`src/rtl/morse_char_scheduler.sv`:
```
// Keystroke queue between the PS/2 receiver and the Morse encoder: collects typed
// characters (with Backspace editing) and, on Enter, plays them out in order.
module morse_char_scheduler #(
  parameter int DEPTH = 16,
  parameter int AW    = 4
) (
  input  logic          clk,
  input  logic          rst_n,
  input  logic [7:0]    ps2_received_data,
  input  logic          ps2_received_data_strb,
  output logic [7:0]    char_out,
  output logic          char_valid,
  input  logic          char_ready,
  output logic          playing,
  output logic [AW:0]   count,
  output logic          full,
  output logic          overflow
);

  typedef enum logic {S_COLLECT, S_PLAY} state_t;

  localparam logic [AW:0] CNT_FULL = (AW+1)'(DEPTH);
  localparam logic [AW:0] CNT_ONE  = (AW+1)'(1);
  localparam logic [AW:0] CNT_ZERO = '0;

  state_t         r_state;
  logic [AW-1:0]  r_wr_ptr;
  logic [AW-1:0]  r_rd_ptr;
  logic [AW:0]    r_count;
  logic           r_skip;
  logic           r_overflow;
  logic [7:0]     r_mem [DEPTH];

  logic w_prefix, w_live, w_esc, w_enter, w_bksp, w_char, w_push;

  // A prefix byte always (re)arms the skip, so E0 F0 xx discards only xx.
  assign w_prefix = ps2_received_data_strb &&
                    (ps2_received_data == 8'hF0 || ps2_received_data == 8'hE0);
  assign w_live   = ps2_received_data_strb && !r_skip && !w_prefix;
  assign w_esc    = w_live && (ps2_received_data == 8'h76);
  assign w_enter  = w_live && (ps2_received_data == 8'h5A);
  assign w_bksp   = w_live && (ps2_received_data == 8'h66);
  assign w_char   = w_live && (ps2_received_data != 8'h00) && !ps2_received_data[7] &&
                    !w_esc && !w_enter && !w_bksp;
  assign w_push   = w_char && (r_state == S_COLLECT) && !full;

  assign playing    = (r_state == S_PLAY);
  assign char_valid = playing;
  assign char_out   = playing ? r_mem[r_rd_ptr] : 8'h00;
  assign count      = r_count;
  assign full       = (r_count == CNT_FULL);
  assign overflow   = r_overflow;

  // NOTE: sequential state uses non-blocking assignments so every register
  // samples the pre-edge values of its neighbours.
  always_ff @(posedge clk or negedge rst_n) begin
    if (!rst_n) begin
      r_state    <= S_COLLECT;
      r_wr_ptr   <= '0;
      r_rd_ptr   <= '0;
      r_count    <= '0;
      r_skip     <= 1'b0;
      r_overflow <= 1'b0;
    end else begin
      if (ps2_received_data_strb) r_skip <= w_prefix;

      if (w_esc) begin
        r_state    <= S_COLLECT;
        r_wr_ptr   <= '0;
        r_rd_ptr   <= '0;
        r_count    <= '0;
        r_overflow <= 1'b0;
      end else begin
        case (r_state)
          S_COLLECT: begin
            if (w_push) begin
              r_wr_ptr <= r_wr_ptr + 1'b1;
              r_count  <= r_count + CNT_ONE;
            end else if (w_char) begin
              r_overflow <= 1'b1;
            end else if (w_bksp && r_count != CNT_ZERO) begin
              r_wr_ptr <= r_wr_ptr - 1'b1;
              r_count  <= r_count - CNT_ONE;
            end else if (w_enter && r_count != CNT_ZERO) begin
              r_state <= S_PLAY;
            end
          end
          S_PLAY: begin
            if (char_ready) begin
              r_rd_ptr <= r_rd_ptr + 1'b1;
              r_count  <= r_count - CNT_ONE;
              if (r_count == CNT_ONE) r_state <= S_COLLECT;
            end
          end
          default: r_state <= S_COLLECT;
        endcase
      end
    end
  end

  // NOTE: the queue RAM has no reset; an entry is only read after being written,
  // and leaving it unreset lets it map onto plain memory.
  always_ff @(posedge clk) begin
    if (w_push) r_mem[r_wr_ptr] <= ps2_received_data;
  end

endmodule

```
`config.mk`:
```
export PLATFORM = sky130hd
export DESIGN_NAME = morse_char_scheduler
export DESIGN_NICKNAME = d
export VERILOG_FILES = /design/src/rtl/morse_char_scheduler.sv
export SDC_FILE = /design/constraint.sdc
export NUM_CORES = 1
export LEC_CHECK = 0
export CAP_MARGIN = 20
export CORE_UTILIZATION = 54
export DETAILED_ROUTE_END_ITERATION = 10
export GPL_TIMING_DRIVEN = 1
export PLACE_DENSITY = 0.77
export SYNTH_ARGS = -nofsm -noshare
export SYNTH_HDL_FRONTEND = slang
export SYNTH_SLANG_ARGS = --single-unit
```
`constraint.sdc`:
```
create_clock -name clk -period 3 [get_ports clk]
set_clock_uncertainty 0.1 [all_clocks]
set_input_delay 0.3 -clock clk [delete_from_list [all_inputs] [get_ports clk]]
set_output_delay 0.3 -clock clk [all_outputs]
set_load 0.02 [all_outputs]
```
== Word-level counts from Yosys, hierarchy flattened ==
Memory sizes are Yosys's and may differ from the RTL's.
Index checks and enable logic that the tools add are counted.

* Bitwise logic cells: 1
* Reductions and logical operators: 33
* Multiplexer cells: 29
* Equal/unequal tests: 13
* Add/sub/neg operators: 5

{| class="wikitable"
|+ Operators with widths
! kind !! count
|-
| $mux W4 || 8
|-
| $mux W5 || 5
|-
| $eq A8 B7 Y1 const B || 3
|-
| $eq A8 B8 Y1 const B || 2
|-
| $logic_and A1 B1 Y1 || 15
|-
| $mux W1 || 13
|-
| $pmux W5 S2 || 1
|-
| $reduce_and A3 Y1 || 3
|-
| $add A4 B1 Y4 const B || 2
|-
| $mux W8 || 1
|-
| $reduce_bool A8 Y1 || 1
|-
| $logic_not A1 Y1 || 7
|-
| $ne A3 B2 Y1 const B || 2
|-
| $reduce_bool A2 Y1 || 3
|-
| $add A5 B1 Y5 const B || 1
|-
| $eq A5 B1 Y1 const B || 1
|-
| $eq A5 B5 Y1 const B || 1
|-
| $reduce_bool A5 Y1 || 1
|-
| $sub A5 B1 Y5 const B || 1
|-
| $ne A4 B3 Y1 const B || 1
|-
| $ne A4 B4 Y1 const B || 1
|-
| $sub A4 B1 Y4 const B || 1
|-
| $reduce_bool A3 Y1 || 1
|-
| $ne A2 B1 Y1 const B || 1
|-
| other kinds (5) || 5
|}

* Memory bits (writable): 128
* Flip-flop bits (word level): 16
* Input port bits: 12
* Memories kept: 1

{| class="wikitable"
|+ Memories
! memory !! words !! width !! read ports !! clocked after Yosys merged registers in !! wr ports !! RTL line !! text
|-
| r_mem || 16 || 8 || 1 || 0 || 1 || 32 || <nowiki>logic [7:0] r_mem [DEPTH];</nowiki>
|}

== Logic depth before layout (Yosys ltp) ==
Gate-level depths: netlist of run 1.

* Depth in word-level cells: 15
* Mapped depth: 13
* Depth with buffers taken out: 13

== Least setup slack after synthesis of run 1 ==
No wires, ideal clock.

* Kind: register to register
* From: register r_count[0] (netlist: count[0])
* To: memory r_mem[8][0], enable pin
* Setup time: 398 ps
* Cell stages (with the launch flop): 8
* Path slack: -132 ps
* Arrival: 2,634 ps
* Cells stage by stage: dfrtp_1 inv_1 ha_1 nand3_1 inv_1 nor3_4 nand2b_4 nor4b_1

* Longest elaborated chain between the ends: 5

{| class="wikitable"
|+ RTL lines
! element !! RTL line !! text
|-
| from (decl) || 29 || <nowiki>logic [AW:0] r_count;</nowiki>
|-
| from (signal assigned) || 78 || <nowiki>r_count <= r_count + CNT_ONE;</nowiki>
|-
| from (signal assigned) || 83 || <nowiki>r_count <= r_count - CNT_ONE;</nowiki>
|-
| from (signal assigned) || 91 || <nowiki>r_count <= r_count - CNT_ONE;</nowiki>
|-
| $eq A5 B5 Y1 || 51 || <nowiki>assign full = (r_count == CNT_FULL);</nowiki>
|-
| named net full || 16 || <nowiki>output logic full,</nowiki>
|-
| $logic_not A1 Y1 || 45 || <nowiki>assign w_push = w_char && (r_state == S_COLLECT) && !full;</nowiki>
|-
| $logic_and A1 B1 Y1 || 45 ||
|-
| $mux W1 || 104 || <nowiki>if (w_push) r_mem[r_wr_ptr] <= ps2_received_data;</nowiki>
|-
| $mux W1 (not written as such) || 104 ||
|-
| to (decl) || 32 ||
|}

The timed path passes the listed nets, and every way through them passes these cells.

== Final worst setup path of run 1 ==
* From: register r_rd_ptr[0]
* To: output char_out[4]

* Longest elaborated chain between the ends: 2

{| class="wikitable"
|+ RTL lines
! element !! RTL line !! text
|-
| from (decl) || 28 || <nowiki>logic [AW-1:0] r_rd_ptr;</nowiki>
|-
| from (signal assigned) || 90 || <nowiki>r_rd_ptr <= r_rd_ptr + 1'b1;</nowiki>
|-
| $mem_v2 Z16 W8 || -- ||
|-
| $mux W8 || 49 || <nowiki>assign char_out = playing ? r_mem[r_rd_ptr] : 8'h00;</nowiki>
|-
| to (decl) || 11 || <nowiki>output logic [7:0] char_out,</nowiki>
|}

Every way passes these cells.

==> results of run 1 <==
## worst register-to-register path, stage by stage, from the launching register on
cell	delay [ns]
dfrtp_1	0.44
inv_1	0.09
ha_1	0.23
nand3_1	0.23
inv_1	0.14
nor3_4	0.24
inv_2	0.06
ha_1	0.29
a21o_1	0.13
a21oi_2	0.05
or3_1	0.30
a21oi_1	0.19
o21ai_1	0.10
a21o_1	0.16
## final cells by class
class | instances | area, sq um | area share
Sequential cell | 144 | 4250 | 0.552
Multi-Input combinational cell | 178 | 1870 | 0.243
Timing Repair Buffer | 90 | 773 | 0.101
Clock buffer | 17 | 425 | 0.0553
Tap cell | 140 | 175 | 0.0228
Clock inverter | 14 | 164 | 0.0213
Inverter | 10 | 37.5 | 0.00488
## metal layers
layer / GRT usage / vias up
met2: 0.420 / 204
met5: 0 / -
met3: 0.0586 / 30
met4: 0.117 / 0
met1: 0.364 / 1846
li1: - / 1596
## registers in the layout, summed over array words and instances (netlist names)
| register | cells |
|---|---|
| r_rd_ptr | 4 |
| r_wr_ptr | 4 |
| r_mem | 128 |
| count | 5 |
| char_valid | 1 |
| overflow | 1 |
| r_skip | 1 |
## through the flow
step                      instance area, sq um  setup WS (ns)
after floorplan                           6190         0.0147
after global placement                    6990         -0.278
after detailed placement                  6990         -0.374
after CTS                                 7640         0.0186
after global routing                      7690        -0.0779
final                                     7690         0.0711
## worst max path at each step
stage	from	end	cells after the start
floorplan	count[0]	r_wr_ptr[3]	13
global placement	ps2_received_data[0]	r_wr_ptr[3]	13
detailed placement	ps2_received_data[0]	r_wr_ptr[3]	14
CTS	ps2_received_data[0]	r_wr_ptr[3]	14
global route	ps2_received_data[0]	r_wr_ptr[3]	14
finish	r_rd_ptr[0]	char_out[4]	5
## cells in the final DEF, fill, tap and decap left out, types with 5 or more instances in the layout
cell,n
o21ai_0,6
and2_1,7
nor3_1,12
nor2_1,10
dfrtp_1,14
a21oi_1,9
a21o_1,6
mux4_2,40
nand2_1,19
ha_1,6
nand3_1,10
o21ai_1,5
clkdlybuf4s50_1,20
edfxtp_1,128
inv_1,9
clkbuf_16,17
buf_4,58
## power breakdown
| group | internal, mW | leakage, nW | switching (mW) |
|---|---|---|---|
| clock network | 1.30 | 0.287 | 0.813 |
| registers | 2.31 | 1.34 | 0.202 |
| logic | 1.22 | 1.06 | 1.12 |
| total | 4.83 | 2.69 | 2.13 |
## kinds of logic after synthesis
| kind of cell | Yosys count | synth area share |
|---|---|---|
| xor gates and xnor gates | 5 | 0.00709 |
| muxes | 41 | 0.148 |
| and+or+nand+nor | 84 | 0.0784 |
| AOI/OAI and AO/OA | 41 | 0.0450 |
| buffers and inverters | 29 | 0.0190 |
| adders and majority gates | 7 | 0.0154 |
| DFF | 144 | 0.687 |
## repair_timing
item	in CTS	in global routing
setup buffers	8	2
cloned	1	0
endpoints found under the setup margin	8	6
pin swaps	0	5
resized for setup	27	17
==> results.yml, run 1 <==
critical_path:
  end_kind: "output port"
  r2r_end: "r_wr_ptr[3]"
  crit_type: "reg2out"
  crit_chain: "buf_12, mux4_2, mux4_2, and2_1, dlygate4sd2_1"
  crit_slowest_cell: "mux4_2"
  path_buf_inv: 2
  ff2ff_setup_slack_ns: 0.13
  critical-path-top-delay-family: "multiplexers"
  arrival_ns: 2.53
  critPathLaunchType: "register"
  critPathRequiredTime_ns: 2.60
  crit_top_cell: "mux4_2"
  rr_worst_depth: 13
  max_stage_delay_ns: 0.56
  rr_startpoint: "count[1]"
  crit_fanout: 8
finish:
  nFillCells: 659
  fin_nets: 460
  n_antenna_cell: 0
  final_core_util: 0.700
  area_growth_pct: 24.5
  instances_no_fill: 593
  drive_gt1_frac: 0.355
clocking:
  clk_transition_reported_paths_ns: 0.06
  cts_hold_buf: 0
  clk_latency_ns: 0.42
  cts_buffers: 17
  clkSinkCount: 144
  cts_tree: "yes"
  htreeDepth: 4
  cts_buffer_depth: 2
  cts_root_buf: "clkbuf_16"
sta:
  drv_slew: 0
  setup_violations: 0
  fin_crit_sh: 0.976
  tns_ns: 0
  slew_headroom: 0.514
  whs_ns: 0.212
  hold_viol: 0
  period_needed_ns: 2.93
  timing.fmax_mhz: 341
  worst_pin_slew_ns: 0.727
synthesis:
  synth_edf_count: 128
  synth-warning-count: 0
  ys_seq_area_frac: 0.687
  synthesis.nets: 370
  synth_top_area_frac: 0.622
  ys_top_cells_by_area: "edfxtp_1 (62%), mux4_2 (15%), dfrtp_1 (6.5%)"
  synth_area_leader_cell: "edfxtp_1"
  async_flop_share: 0.111
  syn_avg_cell_area_sq_um: 17.6
  yosys.cell_types.count: 50
  synth_commonest_cells: "edfxtp_1 (128), mux4_2 (40), nand2_1 (19)"
  synth.most_common_cell: "edfxtp_1"
  synth_seq_cells: 144
  netlist_area_sq_um: 6170
  postSynthCellCount: 351
  synth_ff_type: "edfxtp_1"
floorplan:
  initial_core_util: 0.562
  placementRows: 38
  die_h_microns: 109
  dieArea_sq_um: 11900
  ios: 29
  core-area_sq_um: 11000
  die_w_microns: 109
route:
  wl_mm: 14.3
  highest_layer: "met4"
  wl_met3_mm: 1.05
  avgRoutedWirePerCell_microns: 24.1
  met2WireLength_mm: 7.05
  wl_met1_mm: 5.85
  routed_via_density: 6.20
  antenna_left: 0
  vias: 3676
  first_iter_violations: 481
  drtPass1Iterations: 5
  drc_errors: 0
placement:
  place.gp.congestion: 0.800
  io_buffers: 28
  dp_cells: 552
  dp_hpwl_mm: 8.53
min_path:
  min_path_type: "in2async"
pwr:
  power_density_nw_per_um2: 906
  power_mw: 6.97
  peakVddDrop_uv: 583
  p_leak_nw: 2.69
global_route:
  grt_max_degree: 36
  grt_pass1_wl_mm: 21.6
  antenna_found_initial: 0
  grt_pass1_vias: 3628
  grt.overflow.total: 0
  grt_usage: 0.268
status:
  status: "finished, final reports clean"
run:
  cap_violations: 0
Power figures use the tool's default switching activity.
==> run 2, diff against run 1 <==
--- a/config.mk
+++ b/config.mk
@@ -6,10 +6,11 @@
 export NUM_CORES = 1
 export LEC_CHECK = 0
 export CAP_MARGIN = 20
-export CORE_UTILIZATION = 54
+export CORE_UTILIZATION = 55
+export CTS_BUF_LIST = sky130_fd_sc_hd__clkbuf_4 sky130_fd_sc_hd__clkbuf_8
 export DETAILED_ROUTE_END_ITERATION = 10
 export GPL_TIMING_DRIVEN = 1
-export PLACE_DENSITY = 0.77
+export PLACE_DENSITY = 0.79
 export SYNTH_ARGS = -nofsm -noshare
 export SYNTH_HDL_FRONTEND = slang
 export SYNTH_SLANG_ARGS = --single-unit
==> run 2 against run 1 <==
Compared with the run above:
- worst hold slack better by 0.010 ns
- non-clock buffer count is 2 lower
- critical path depth is 2 higher
- register-to-register slack better by 0.19 ns
- via count is 1.3% lower
- global-route usage is 0.95 points lower
- cell count is 0.34% lower
- critical path type unchanged
- largest cell class unchanged
==> results.yml, run 2 (same netlist as run 1, synthesis figures left out) <==
pwr:
  power_density_nw_per_um2: 875
  p_leak_nw: 2.61
  p_clk_frac: 0.268
  peakVddDrop_uv: 505
  combPwrFrac: 0.347
  power_mw: 6.58
  p_sw_frac: 0.303
  pwr-share-seq: 0.385
  p_switching_mw: 1.99
  p_int_mw: 4.58
floorplan:
  die_h_microns: 108
  initial_core_util: 0.567
  ios: 29
  placementRows: 38
  core-area_sq_um: 10900
  die_w_microns: 108
  dieArea_sq_um: 11700
sta:
  hold_viol: 0
  fin_crit_sh: 0.979
  worst_pin_slew_ns: 0.804
  setup_violations: 0
  setup_slack_ns: 0.0633
  timing.fmax_mhz: 341
  drv_slew: 0
  slew_headroom: 0.462
  period_needed_ns: 2.94
route:
  first_iter_violations: 283
  antenna_left: 0
  avgRoutedWirePerCell_microns: 23.2
  met2WireLength_mm: 7.35
  wl_met3_microns: 702
  vias: 3627
  highest_layer: "met4"
  routed_via_density: 6.14
  wl_met1_mm: 5.36
  drtPass1Iterations: 5
  drc_errors: 0
  wl_mm: 13.7
global_route:
  grt_max_degree: 36
  grt_pass1_wl_mm: 20.6
  grt.overflow.total: 0
  antenna_found_initial: 0
  grt_usage: 0.259
  grt_pass1_vias: 3664
status:
  status: "finished, final reports clean"
critical_path:
  crit_chain: "buf_4, buf_12, buf_4, mux4_2, mux4_2, and2_1, clkbuf_2"
  crit_slowest_cell: "mux4_2"
  max_stage_delay_ns: 0.46
  crit_fanout: 11
  end_kind: "output port"
  critPathLaunchType: "register"
  crit_type: "reg2out"
  critPathRequiredTime_ns: 2.60
  arrival_ns: 2.54
  path_buf_inv: 4
  critical-path-top-delay-family: "multiplexers"
finish:
  fin_nets: 458
  nFillCells: 688
  final_core_util: 0.690
  area_growth_pct: 21.7
  instances_no_fill: 591
  largest_reg_flops: 128
  largest-register: "r_mem"
  mostFrequentLayoutCells: "edfxtp_1 (128), buf_4 (56), mux4_2 (40)"
  final_common_cell: "edfxtp_1"
  n_antenna_cell: 0
  drive_gt1_frac: 0.348
clocking:
  cts_buffers: 17
  cts_buffer_depth: 2
  clkSinkCount: 144
  cts_tree: "yes"
  clk_transition_reported_paths_ns: 0.07
  clk_latency_ns: 0.44
  cts_root_buf: "clkbuf_8"
  cts_hold_buf: 0
  htreeDepth: 4
placement:
  dp_hpwl_mm: 8.73
  dp_cells: 549
  dp_slack_ns: -0.423
  place.gp.congestion: 0.858
  io_buffers: 28
run:
  cap_violations: 0
min_path:
  min_path_type: "in2async"
run 2: worst paths after layout:
check	cells after the start	slack, ns	endpoint	from
min reg2reg	2	0.40	overflow	overflow
max	7	0.06	char_out[4]	r_rd_ptr[0]
max reg2reg	13	0.32	r_wr_ptr[3]	r_skip
min in group clk	3	0.27	r_skip	ps2_received_data[0]
max in group asynchronous	1	2.03	count[0]	rst_n
min	1	0.22	r_rd_ptr[3]	rst_n
run 2: layer usage:
layer,vias to the layer above,track usage
met3,27,0.0693
met1,1887,0.318
met5,-,0
li1,1585,-
met4,0,0.111
met2,128,0.433
run 2: timing repair:
item	in CTS	in global routing
gates resized for setup	17	16
setup buffers	4	7
endpoints found under the setup margin	8	9
run 2: power groups by stage:
stage	clock network [mW]	registers, mW	logic (mW)
2_1_floorplan	0	2.47	1.49
3_3_place_gp	0	2.58	2.15
3_5_place_dp	0	2.59	2.20
4_1_cts	1.78	2.53	2.25
5_1_grt	1.85	2.55	2.44
6_report	1.76	2.53	2.28
run 2: stage by stage:
stage	instance area [sq um]	setup TNS [ns]	hold slack, ns
finish	7520	0	0.222
global route	7520	-0.0969	0.263
CTS	7480	0	0.237
detailed placement	6990	-10.95	0.398
global placement	6990	-7.52	0.382
floorplan	6190	0	-0.0956
run 2: layout make-up:
type / count / area [sq um] / share of cell area
tap: 140 / 175 / 0.0233
clock inverter: 13 / 216 / 0.0288
clock buffer: 18 / 241 / 0.0321
sequential: 144 / 4250 / 0.565
timing repair buffer: 88 / 743 / 0.0989
inverter: 10 / 37.5 / 0.00499
multi-input combinational: 178 / 1860 / 0.247
